File: src/rtl/gng_stats_monitor_pkg.sv
// Shared FSM state type and width helpers for the gng statistics monitor.
package gng_stats_monitor_pkg;

  typedef enum logic [1:0] {
    ST_IDLE,
    ST_RUN,
    ST_DRAIN,
    ST_DONE
  } state_e;

  function automatic int unsigned sum_width(input int unsigned data_w, input int unsigned log2_n);
    return data_w + log2_n;
  endfunction

  function automatic int unsigned sumsq_width(input int unsigned data_w, input int unsigned log2_n);
    return 2 * data_w + log2_n;
  endfunction

  function automatic int unsigned cnt_width(input int unsigned max_val);
    return $clog2(max_val + 1);
  endfunction

endpackage

File: src/rtl/gng_stats_monitor_acc.sv
// Two-stage statistics datapath: stage1 captures accepted samples, stage2
// squares and accumulates them and tracks the peak magnitude.
module gng_stats_acc
  import gng_stats_monitor_pkg::*;
#(
  parameter int unsigned DATA_W = 16,
  parameter int unsigned LOG2_N = 10
) (
  input  logic                         clk,
  input  logic                         rstn,
  input  logic                         clr,
  input  logic                         accept,
  input  logic [DATA_W-1:0]            data_in,
  output logic [DATA_W+LOG2_N-1:0]     sum,
  output logic [2*DATA_W+LOG2_N-1:0]   sumsq,
  output logic [DATA_W-1:0]            max_abs
);

  localparam int unsigned SUM_W  = sum_width(DATA_W, LOG2_N);
  localparam int unsigned SQ_W   = sumsq_width(DATA_W, LOG2_N);
  localparam int unsigned PROD_W = 2 * DATA_W;

  logic                     s1_valid_q, s1_valid_d;
  logic [DATA_W-1:0]        s1_data_q, s1_data_d;
  logic [SUM_W-1:0]         sum_q, sum_d;
  logic [SQ_W-1:0]          sumsq_q, sumsq_d;
  logic [DATA_W-1:0]        max_abs_q, max_abs_d;
  logic signed [PROD_W-1:0] x_ext;
  logic [PROD_W-1:0]        square;
  logic [DATA_W-1:0]        abs_x;

  always_comb begin
    s1_valid_d = accept & ~clr;
    s1_data_d  = accept ? data_in : s1_data_q;

    x_ext  = {{DATA_W{s1_data_q[DATA_W-1]}}, s1_data_q};
    square = x_ext * x_ext;
    // Unsigned magnitude: -2**(DATA_W-1) maps to 2**(DATA_W-1), which fits.
    abs_x  = s1_data_q[DATA_W-1] ? (~s1_data_q + DATA_W'(1)) : s1_data_q;

    sum_d     = sum_q;
    sumsq_d   = sumsq_q;
    max_abs_d = max_abs_q;
    if (clr) begin
      sum_d     = '0;
      sumsq_d   = '0;
      max_abs_d = '0;
    end else if (s1_valid_q) begin
      sum_d   = sum_q + {{LOG2_N{s1_data_q[DATA_W-1]}}, s1_data_q};
      sumsq_d = sumsq_q + {{LOG2_N{1'b0}}, square};
      if (abs_x > max_abs_q) max_abs_d = abs_x;
    end
  end

  always_ff @(posedge clk or negedge rstn) begin
    if (!rstn) begin
      s1_valid_q <= 1'b0;
      s1_data_q  <= '0;
      sum_q      <= '0;
      sumsq_q    <= '0;
      max_abs_q  <= '0;
    end else begin
      s1_valid_q <= s1_valid_d;
      s1_data_q  <= s1_data_d;
      sum_q      <= sum_d;
      sumsq_q    <= sumsq_d;
      max_abs_q  <= max_abs_d;
    end
  end

  assign sum     = sum_q;
  assign sumsq   = sumsq_q;
  assign max_abs = max_abs_q;

endmodule

File: src/rtl/gng_stats_monitor.sv
// Window controller for the gng self-test: requests 2**LOG2_N samples via ce,
// counts returns, detects stalls and reports sum / sum of squares / peak.
module gng_stats_monitor
  import gng_stats_monitor_pkg::*;
#(
  parameter int unsigned DATA_W  = 16,
  parameter int unsigned LOG2_N  = 10,
  parameter int unsigned MAX_LAT = 8
) (
  input  logic                         clk,
  input  logic                         rstn,
  input  logic                         start,
  output logic                         ce,
  input  logic                         valid_in,
  input  logic [DATA_W-1:0]            data_in,
  output logic                         busy,
  output logic                         done,
  output logic [DATA_W+LOG2_N-1:0]     sum,
  output logic [2*DATA_W+LOG2_N-1:0]   sumsq,
  output logic [DATA_W-1:0]            max_abs,
  output logic                         timeout_err
);

  localparam int unsigned CNT_W  = LOG2_N + 1;
  localparam int unsigned IDLE_W = cnt_width(MAX_LAT);
  localparam logic [CNT_W-1:0]  N_C      = CNT_W'(2 ** LOG2_N);
  localparam logic [IDLE_W-1:0] LAT_LAST = IDLE_W'(MAX_LAT - 1);

  state_e            state_q, state_d;
  logic [CNT_W-1:0]  req_cnt_q, req_cnt_d;
  logic [CNT_W-1:0]  rx_cnt_q, rx_cnt_d;
  logic [IDLE_W-1:0] idle_cnt_q, idle_cnt_d;
  logic              timeout_q, timeout_d;
  logic              clr;
  logic              accept;

  always_comb begin
    state_d    = state_q;
    req_cnt_d  = req_cnt_q;
    rx_cnt_d   = rx_cnt_q;
    idle_cnt_d = idle_cnt_q;
    timeout_d  = timeout_q;
    clr        = 1'b0;
    ce         = 1'b0;
    busy       = 1'b1;
    done       = 1'b0;

    accept = valid_in && (state_q == ST_RUN || state_q == ST_DRAIN) && (rx_cnt_q != N_C);
    if (accept) rx_cnt_d = rx_cnt_q + CNT_W'(1);

    unique case (state_q)
      ST_IDLE: begin
        busy = 1'b0;
        if (start) begin
          state_d    = ST_RUN;
          clr        = 1'b1;
          req_cnt_d  = '0;
          rx_cnt_d   = '0;
          idle_cnt_d = '0;
          timeout_d  = 1'b0;
        end
      end
      ST_RUN: begin
        ce        = 1'b1;
        req_cnt_d = req_cnt_q + CNT_W'(1);
        if (req_cnt_d == N_C) state_d = ST_DRAIN;
      end
      ST_DRAIN: begin
        // Stage1 can only hold sample N here and is absorbed on this same edge.
        if (rx_cnt_q == N_C) begin
          state_d = ST_DONE;
        end else if (valid_in) begin
          idle_cnt_d = '0;
        end else begin
          idle_cnt_d = idle_cnt_q + IDLE_W'(1);
          if (idle_cnt_q == LAT_LAST) begin
            timeout_d = 1'b1;
            state_d   = ST_DONE;
          end
        end
      end
      ST_DONE: begin
        done    = 1'b1;
        state_d = ST_IDLE;
      end
      default: state_d = ST_IDLE;
    endcase
  end

  always_ff @(posedge clk or negedge rstn) begin
    if (!rstn) begin
      state_q    <= ST_IDLE;
      req_cnt_q  <= '0;
      rx_cnt_q   <= '0;
      idle_cnt_q <= '0;
      timeout_q  <= 1'b0;
    end else begin
      state_q    <= state_d;
      req_cnt_q  <= req_cnt_d;
      rx_cnt_q   <= rx_cnt_d;
      idle_cnt_q <= idle_cnt_d;
      timeout_q  <= timeout_d;
    end
  end

  assign timeout_err = timeout_q;

  gng_stats_acc #(
    .DATA_W (DATA_W),
    .LOG2_N (LOG2_N)
  ) u_acc (
    .clk     (clk),
    .rstn    (rstn),
    .clr     (clr),
    .accept  (accept),
    .data_in (data_in),
    .sum     (sum),
    .sumsq   (sumsq),
    .max_abs (max_abs)
  );

endmodule

File: config.mk
export PLATFORM = sky130hd
export DESIGN_NAME = gng_stats_monitor
export DESIGN_NICKNAME = d
export VERILOG_FILES = /design/src/rtl/gng_stats_monitor_pkg.sv /design/src/rtl/gng_stats_monitor_acc.sv /design/src/rtl/gng_stats_monitor.sv
export SDC_FILE = /design/constraint.sdc
export NUM_CORES = 1
export LEC_CHECK = 0
export ABC_AREA = 0
export CAP_MARGIN = 15
export CORE_ASPECT_RATIO = 0.5
export CORE_MARGIN = 1
export CORE_UTILIZATION = 40
export CTS_BUF_LIST = sky130_fd_sc_hd__clkbuf_8
export DETAILED_ROUTE_END_ITERATION = 16
export HOLD_SLACK_MARGIN = 0.06
export PLACE_DENSITY = 0.61
export SKIP_CTS_REPAIR_TIMING = 1
export SLEW_MARGIN = 20
export SYNTH_ARGS = -nofsm -noshare
export SYNTH_HDL_FRONTEND = slang
export SYNTH_SLANG_ARGS = --single-unit
File: constraint.sdc
create_clock -name clk -period 15.66 [get_ports clk]
set_clock_uncertainty 0.05 [all_clocks]
set_input_delay 4.698 -clock clk [delete_from_list [all_inputs] [get_ports clk]]
set_output_delay 4.698 -clock clk [all_outputs]
set_load 0.005 [all_outputs]
# After elaboration in Yosys (flattened, before gate mapping)
# Cells that the tools add are included.
# classes
n_addsub,6
div_mod_pow,0
order_cmp,1
n_eq_ne,14
n_reduce_logical,13
muxes,33
n_bitwise,3
n_shift,0
mul,1
# op_table
cell,count
$mux 42,2
$mux 16,4
$mux 26,2
$mux 11,4
$add 42x32->42,1
$mul 16x16->32,1
$add 26x26->26,1
$add 11x1->11 const B,2
$eq 11x11->1 const B,2
$pmux 11 s2,1
$add 16x1->16 const B,1
$gt 16x16->1,1
$not 16->16,1
$mux 4,3
$ne 11x11->1 const B,1
$mux 2,5
$mux 1,9
$pmux 2 s4,1
$pmux 4 s2,1
$reduce_bool 2->1,4
$ne 2x2->1 const B,3
$reduce_and 5->1,1
$add 4x1->4 const B,1
$eq 2x2->1 const B,2
other kinds (14),17
# word_totals
latch_bits,0
regBits,130
romBits,0
elab_cells,81
in_bits,20
output_inout_bits,88
n_memories,0
mem_bits_rw,0

# Depth between registers and ports, before layout
# depth
word_depth,7
depth_mapped,36
depth_no_buf,33

# Modules after synthesis
# From an unflattened synthesis, not the netlist that was laid out.
# hier_totals
hier_cells,2083
hier_area_um2,18459.0
# by_module_without_submodules
mod,cells_per_inst,seq_area_each_um2,area_each_um2,n_inst
gng_stats_acc,1906,2527.4,16809.9,1
gng_stats_monitor,177,725.7,1649.1,1

# Worst setup path before layout
# No wires, ideal clock.
# synth_path
kind,register to register
startpoint,register u_acc.s1_data_q[15]
endpoint,"register u_acc.sumsq_q[38], in the netlist u_acc.sumsq[38]"
arrival_ns,8.238
path_buffers,3
period_less_slack_ns,8.406
path_stages_with_launch,34
setup_slack_ns,7.254
t_required_ns,15.491
setup_time_ns,0.119
cell_sequence,dfrtp_1 clkbuf_1 clkbuf_1 clkbuf_1 nand2_1 inv_1 fa_1 inv_1 fa_1 inv_1 fa_1 fa_1 fa_1 inv_1 fa_1 inv_1 ha_1 and3_1 nand3_1 a211oi_1 nor4b_2 a21o_1 o21bai_1 a21oi_1 xnor2_1 ha_1 a21o_1 a21o_1 a21o_1 a21o_1 a21o_1 o41ai_4 nor3_1 o21a_1
# synth_between
elab_chain_cells,4
# synth_lines
element,line_no,source
from (decl),gng_stats_monitor_acc.sv:24,"logic [DATA_W-1:0] s1_data_q, s1_data_d;"
from (signal assigned),gng_stats_monitor_acc.sv:64,s1_data_q <= s1_data_d;
$mul 16x16->32,gng_stats_monitor_acc.sv:37,square = x_ext * x_ext;
$add 42x32->42,gng_stats_monitor_acc.sv:50,"sumsq_d = sumsq_q + {{LOG2_N{1'b0}}, square};"
$mux 42,gng_stats_monitor_acc.sv:48,end else if (s1_valid_q) begin
$mux 42,gng_stats_monitor_acc.sv:44,if (clr) begin
to (signal assigned),gng_stats_monitor_acc.sv:66,sumsq_q <= sumsq_d;
to (decl),gng_stats_monitor_acc.sv:26,"logic [SQ_W-1:0] sumsq_q, sumsq_d;"
# Every way passes these cells. The select of a mux whose other input is x is not followed.
# A chain may end at the register's enable or synchronous reset.

# Final worst setup path
# layout_path
startpoint,register u_acc.s1_data_q[1]
endpoint,"register u_acc.sumsq_q[39], in the netlist u_acc.sumsq[39]"
# Same word-level chain as after synthesis.

==> Implementation_results.wiki <==
{| class="wikitable"
! Metric !! Value
|-
| Yosys warns || 0
|-
| Arrival time at the worst endpoint || 9900 ps
|-
| Number of enable-type register cells in the synthesized netlist || 0
|-
| Die area || 46300 um^2
|-
| Required arrival time at the worst endpoint || 16020 ps
|-
| Post-synth net total || 2472
|-
| Final count of hold timing violations || 0
|-
| Number of synthesized register bits || between 100 and 150
|-
| Layout cells sized above 1 || 0.0384
|-
| Sequential share of the synthesized area || 0.179
|-
| Largest area contributor in the netlist || sky130_fd_sc_hd__fa_1
|-
| Element type at the critical path start || flip-flop
|-
| Status || complete, no violations
|-
| Wire length of the first global-routing pass || 78.5 mm
|-
| Boundary pin count || about 110
|-
| CP max stage delay || about 950 ps
|-
| Worst min-delay path class || reg -> reg
|-
| Average wire per cell in the routed design || 17.6 um
|-
| Die height || 153 um
|-
| Portion of the clock cycle consumed by the worst path in the final layout || 0.609
|-
| Number of vias after detailed routing || 14000
|-
| Clock-pin slew on the worst setup and hold paths || 110 ps
|-
| Synth Instances || 2043
|-
| Via density per instance || 5.13
|-
| Global routing usage summed across all routing layers || 0.218
|-
| Critical path's slowest cell || sky130_fd_sc_hd__dfrtp_1
|-
| Min cycle time layout || around 9500 ps
|-
| Endpoint kind of the worst setup timing path || flip-flop
|-
| Area share of the largest cell type after synthesis || 0.263
|-
| Fin Setup TNS || 0 ps
|-
| DP HPWL || 37.8 mm
|-
| CTS tree || done
|-
| Number of iterations in the first detailed-routing pass || 5
|-
| Endpoint of the worst register-to-register path || u_acc.sumsq[39]$_DFFE_PN0P_
|-
| Relative max-transition margin || 0.397
|-
| Buffer type at the clock tree root || sky130_fd_sc_hd__clkbuf_8
|-
| Ranking of synthesized cells by area || sky130_fd_sc_hd__fa_1 (26%), sky130_fd_sc_hd__dfrtp_1 (18%), sky130_fd_sc_hd__ha_1 (12%)
|-
| Sum of routed wire length over all layers || between 40 and 50 mm
|-
| Initial antenna violation count || 0
|-
| Path depth of the worst reg2reg path || 31
|-
| Classification of the worst setup path || reg -> reg
|-
| Number of inserted filler cells in the final layout || 4306
|-
| Htree depth || 4
|-
| Deepest clock path buffer count || 2
|-
| Worst setup path start || u_acc.s1_data_q[1]$_DFFE_PN0P_
|-
| Share of flip-flops with an asynchronous set or reset after synthesis || 1.00
|-
| End point of the critical path || u_acc.sumsq[39]$_DFFE_PN0P_
|-
| Number of rows created at floorplan || 54
|-
| DR iter-0 viols || 776
|-
| Vias in the first global route || around 14000
|-
| Total congestion overflow || 0
|-
| Register-to-register setup slack || 6120 ps
|-
| Max-slew violations || 0
|-
| Max Clock Freq || 105 MHz
|-
| Sink Count || 130
|-
| N_diodes || 0
|-
| Number of distinct library cells after synthesis || 73
|-
| Most common cell type on the critical path || sky130_fd_sc_hd__fa_1
|-
| Sequential Area || around 3300 um^2
|-
| Avg Inst Size Synth || 8.89 um^2
|-
| Worst Min Path Start || timeout_err$_DFFE_PN0P_
|-
| Number of remaining DRC errors || 0
|-
| Initial core utilization || 0.411
|-
| Largest net degree at the start of global routing || 76
|-
| Post-synthesis cell area || around 18000 um^2
|-
| Routability Congestion || between 0.9 and 1
|-
| Worst R2R Start || u_acc.s1_data_q[1]$_DFFE_PN0P_
|-
| # Max-Cap Violations || 0
|-
| Width of the chip || 303 um
|-
| Source-to-sink clock delay at the later pin of the worst-skew pair || 500 ps
|-
| Transition time at the pin with the least slew margin || approximately 900 ps
|-
| Post-layout net count || roughly 2600
|-
| RSZ-0062 raised after global routing || false
|-
| Area delta synth->final || 12.1%
|-
| Area of the core region || about 44000 um^2
|-
| Max FO, Critical Path || 20
|-
| Setup violations, final || 0
|-
| Ys flop type || sky130_fd_sc_hd__dfrtp_1
|-
| CTS buffer count || 17
|-
| Multi-input gate area || 13200 um^2
|-
| ANT nets after route || 0
|-
| Count of port buffers added during placement || 107
|}
==> worst max-delay path: cells and delay by family, from the launching register on <==
family	cells	cell delay, ps
buf+inv	5	800
xor+xnor	1	220
flops	1	950
fa+ha+maj	8	3640
simple gates	5	1320
compound gates	12	2440
==> flip-flops by register name, indices dropped and copies added (netlist names) <==
signal	count
u_acc.s1_valid_q	1
u_acc.s1_data_q	16
timeout_err	1
state_q	2
req_cnt_q	11
u_acc.sum	26
rx_cnt_q	11
u_acc.sumsq	42
u_acc.max_abs	16
idle_cnt_q	4
==> area by class of cell <==
type | instances | area share
repair buffers | 128 | 0.0614
well taps | 588 | 0.0362
clock inverters | 15 | 0.0105
clock buffers | 17 | 0.0115
multi-input cells | 1457 | 0.649
flip-flops and latches | 130 | 0.160
inverters | 389 | 0.0718
==> worst min path at each step <==
stage / to / slack [ps] / cells after the start
2_1_floorplan: req_cnt_q[2]$_DFFE_PN0P_ / 420 / 1
3_3_place_gp: timeout_err$_DFFE_PN0P_ / 430 / 1
3_5_place_dp: timeout_err$_DFFE_PN0P_ / 430 / 1
4_1_cts: timeout_err$_DFFE_PN0P_ / 460 / 1
5_1_grt: timeout_err$_DFFE_PN0P_ / 490 / 1
6_report: timeout_err$_DFFE_PN0P_ / 450 / 1
==> synth_stat cells, types with 46 or more instances <==
cell type                  number
sky130_fd_sc_hd__nor2_1       136
sky130_fd_sc_hd__clkbuf_1      60
sky130_fd_sc_hd__a21oi_1       96
sky130_fd_sc_hd__inv_1        385
sky130_fd_sc_hd__mux2i_1       46
sky130_fd_sc_hd__fa_1         239
sky130_fd_sc_hd__dfrtp_1      130
sky130_fd_sc_hd__nand2_1      196
sky130_fd_sc_hd__o21ai_0       67
sky130_fd_sc_hd__a21o_1        55
sky130_fd_sc_hd__xnor2_1       67
sky130_fd_sc_hd__ha_1         170
==> cell families (layout without fill, tap and decap cells) <==
kind of cell / after synthesis / count (layout) / synth area share
AO/OA/AOI/OAI: 359 / 359 / 0.128
XOR/XNOR: 101 / 101 / 0.0487
adder cells (fa/ha/maj): 409 / 409 / 0.381
buffers and inverters: 456 / 549 / 0.0943
flip-flops: 130 / 130 / 0.179
multiplexers: 56 / 56 / 0.0316
AND/OR/NAND/NOR: 532 / 532 / 0.137
==> layer usage <==
layer,track usage,part of all wire,up-vias
met5,0,0,-
li1,-,-,6760
met2,0.342,0.46,268
met3,0.0272,0.042,40
met1,0.320,0.48,6914
met4,0.0467,0.016,0
==> layout by cell type, fill, tap and decap left out, drive strengths merged, types with 14 or more instances in the layout <==
cell	instances
clkbuf	17
nor2	136
xnor2	67
clkdlybuf4s50	106
dfrtp	130
and3	23
buf	22
nand3	31
o21ai	82
or3	16
a211oi	18
o21a	20
nand2	196
xor2	34
ha	170
a21oi	97
nand2b	21
and2	39
a21o	55
mux2i	46
inv	396
nor3	14
fa	239
==> through the flow <==
step                      hold slack [ps]  area [um^2]  utilization  setup WS (ps)  instances
after floorplan                       423        18200            -           7250       2043
after global placement                433        19900        0.450           6300       2691
after detailed placement              434        19900        0.450           6170       2691
after CTS                             458        20300        0.460           6150       2723
after global routing                  490        20300        0.460           5550       2724
final                                 451        20300        0.460           6120       2724
Power is left out: the tool's default activity adds up to more than one toggle a clock period on the data nets, which glitch-free logic cannot reach.
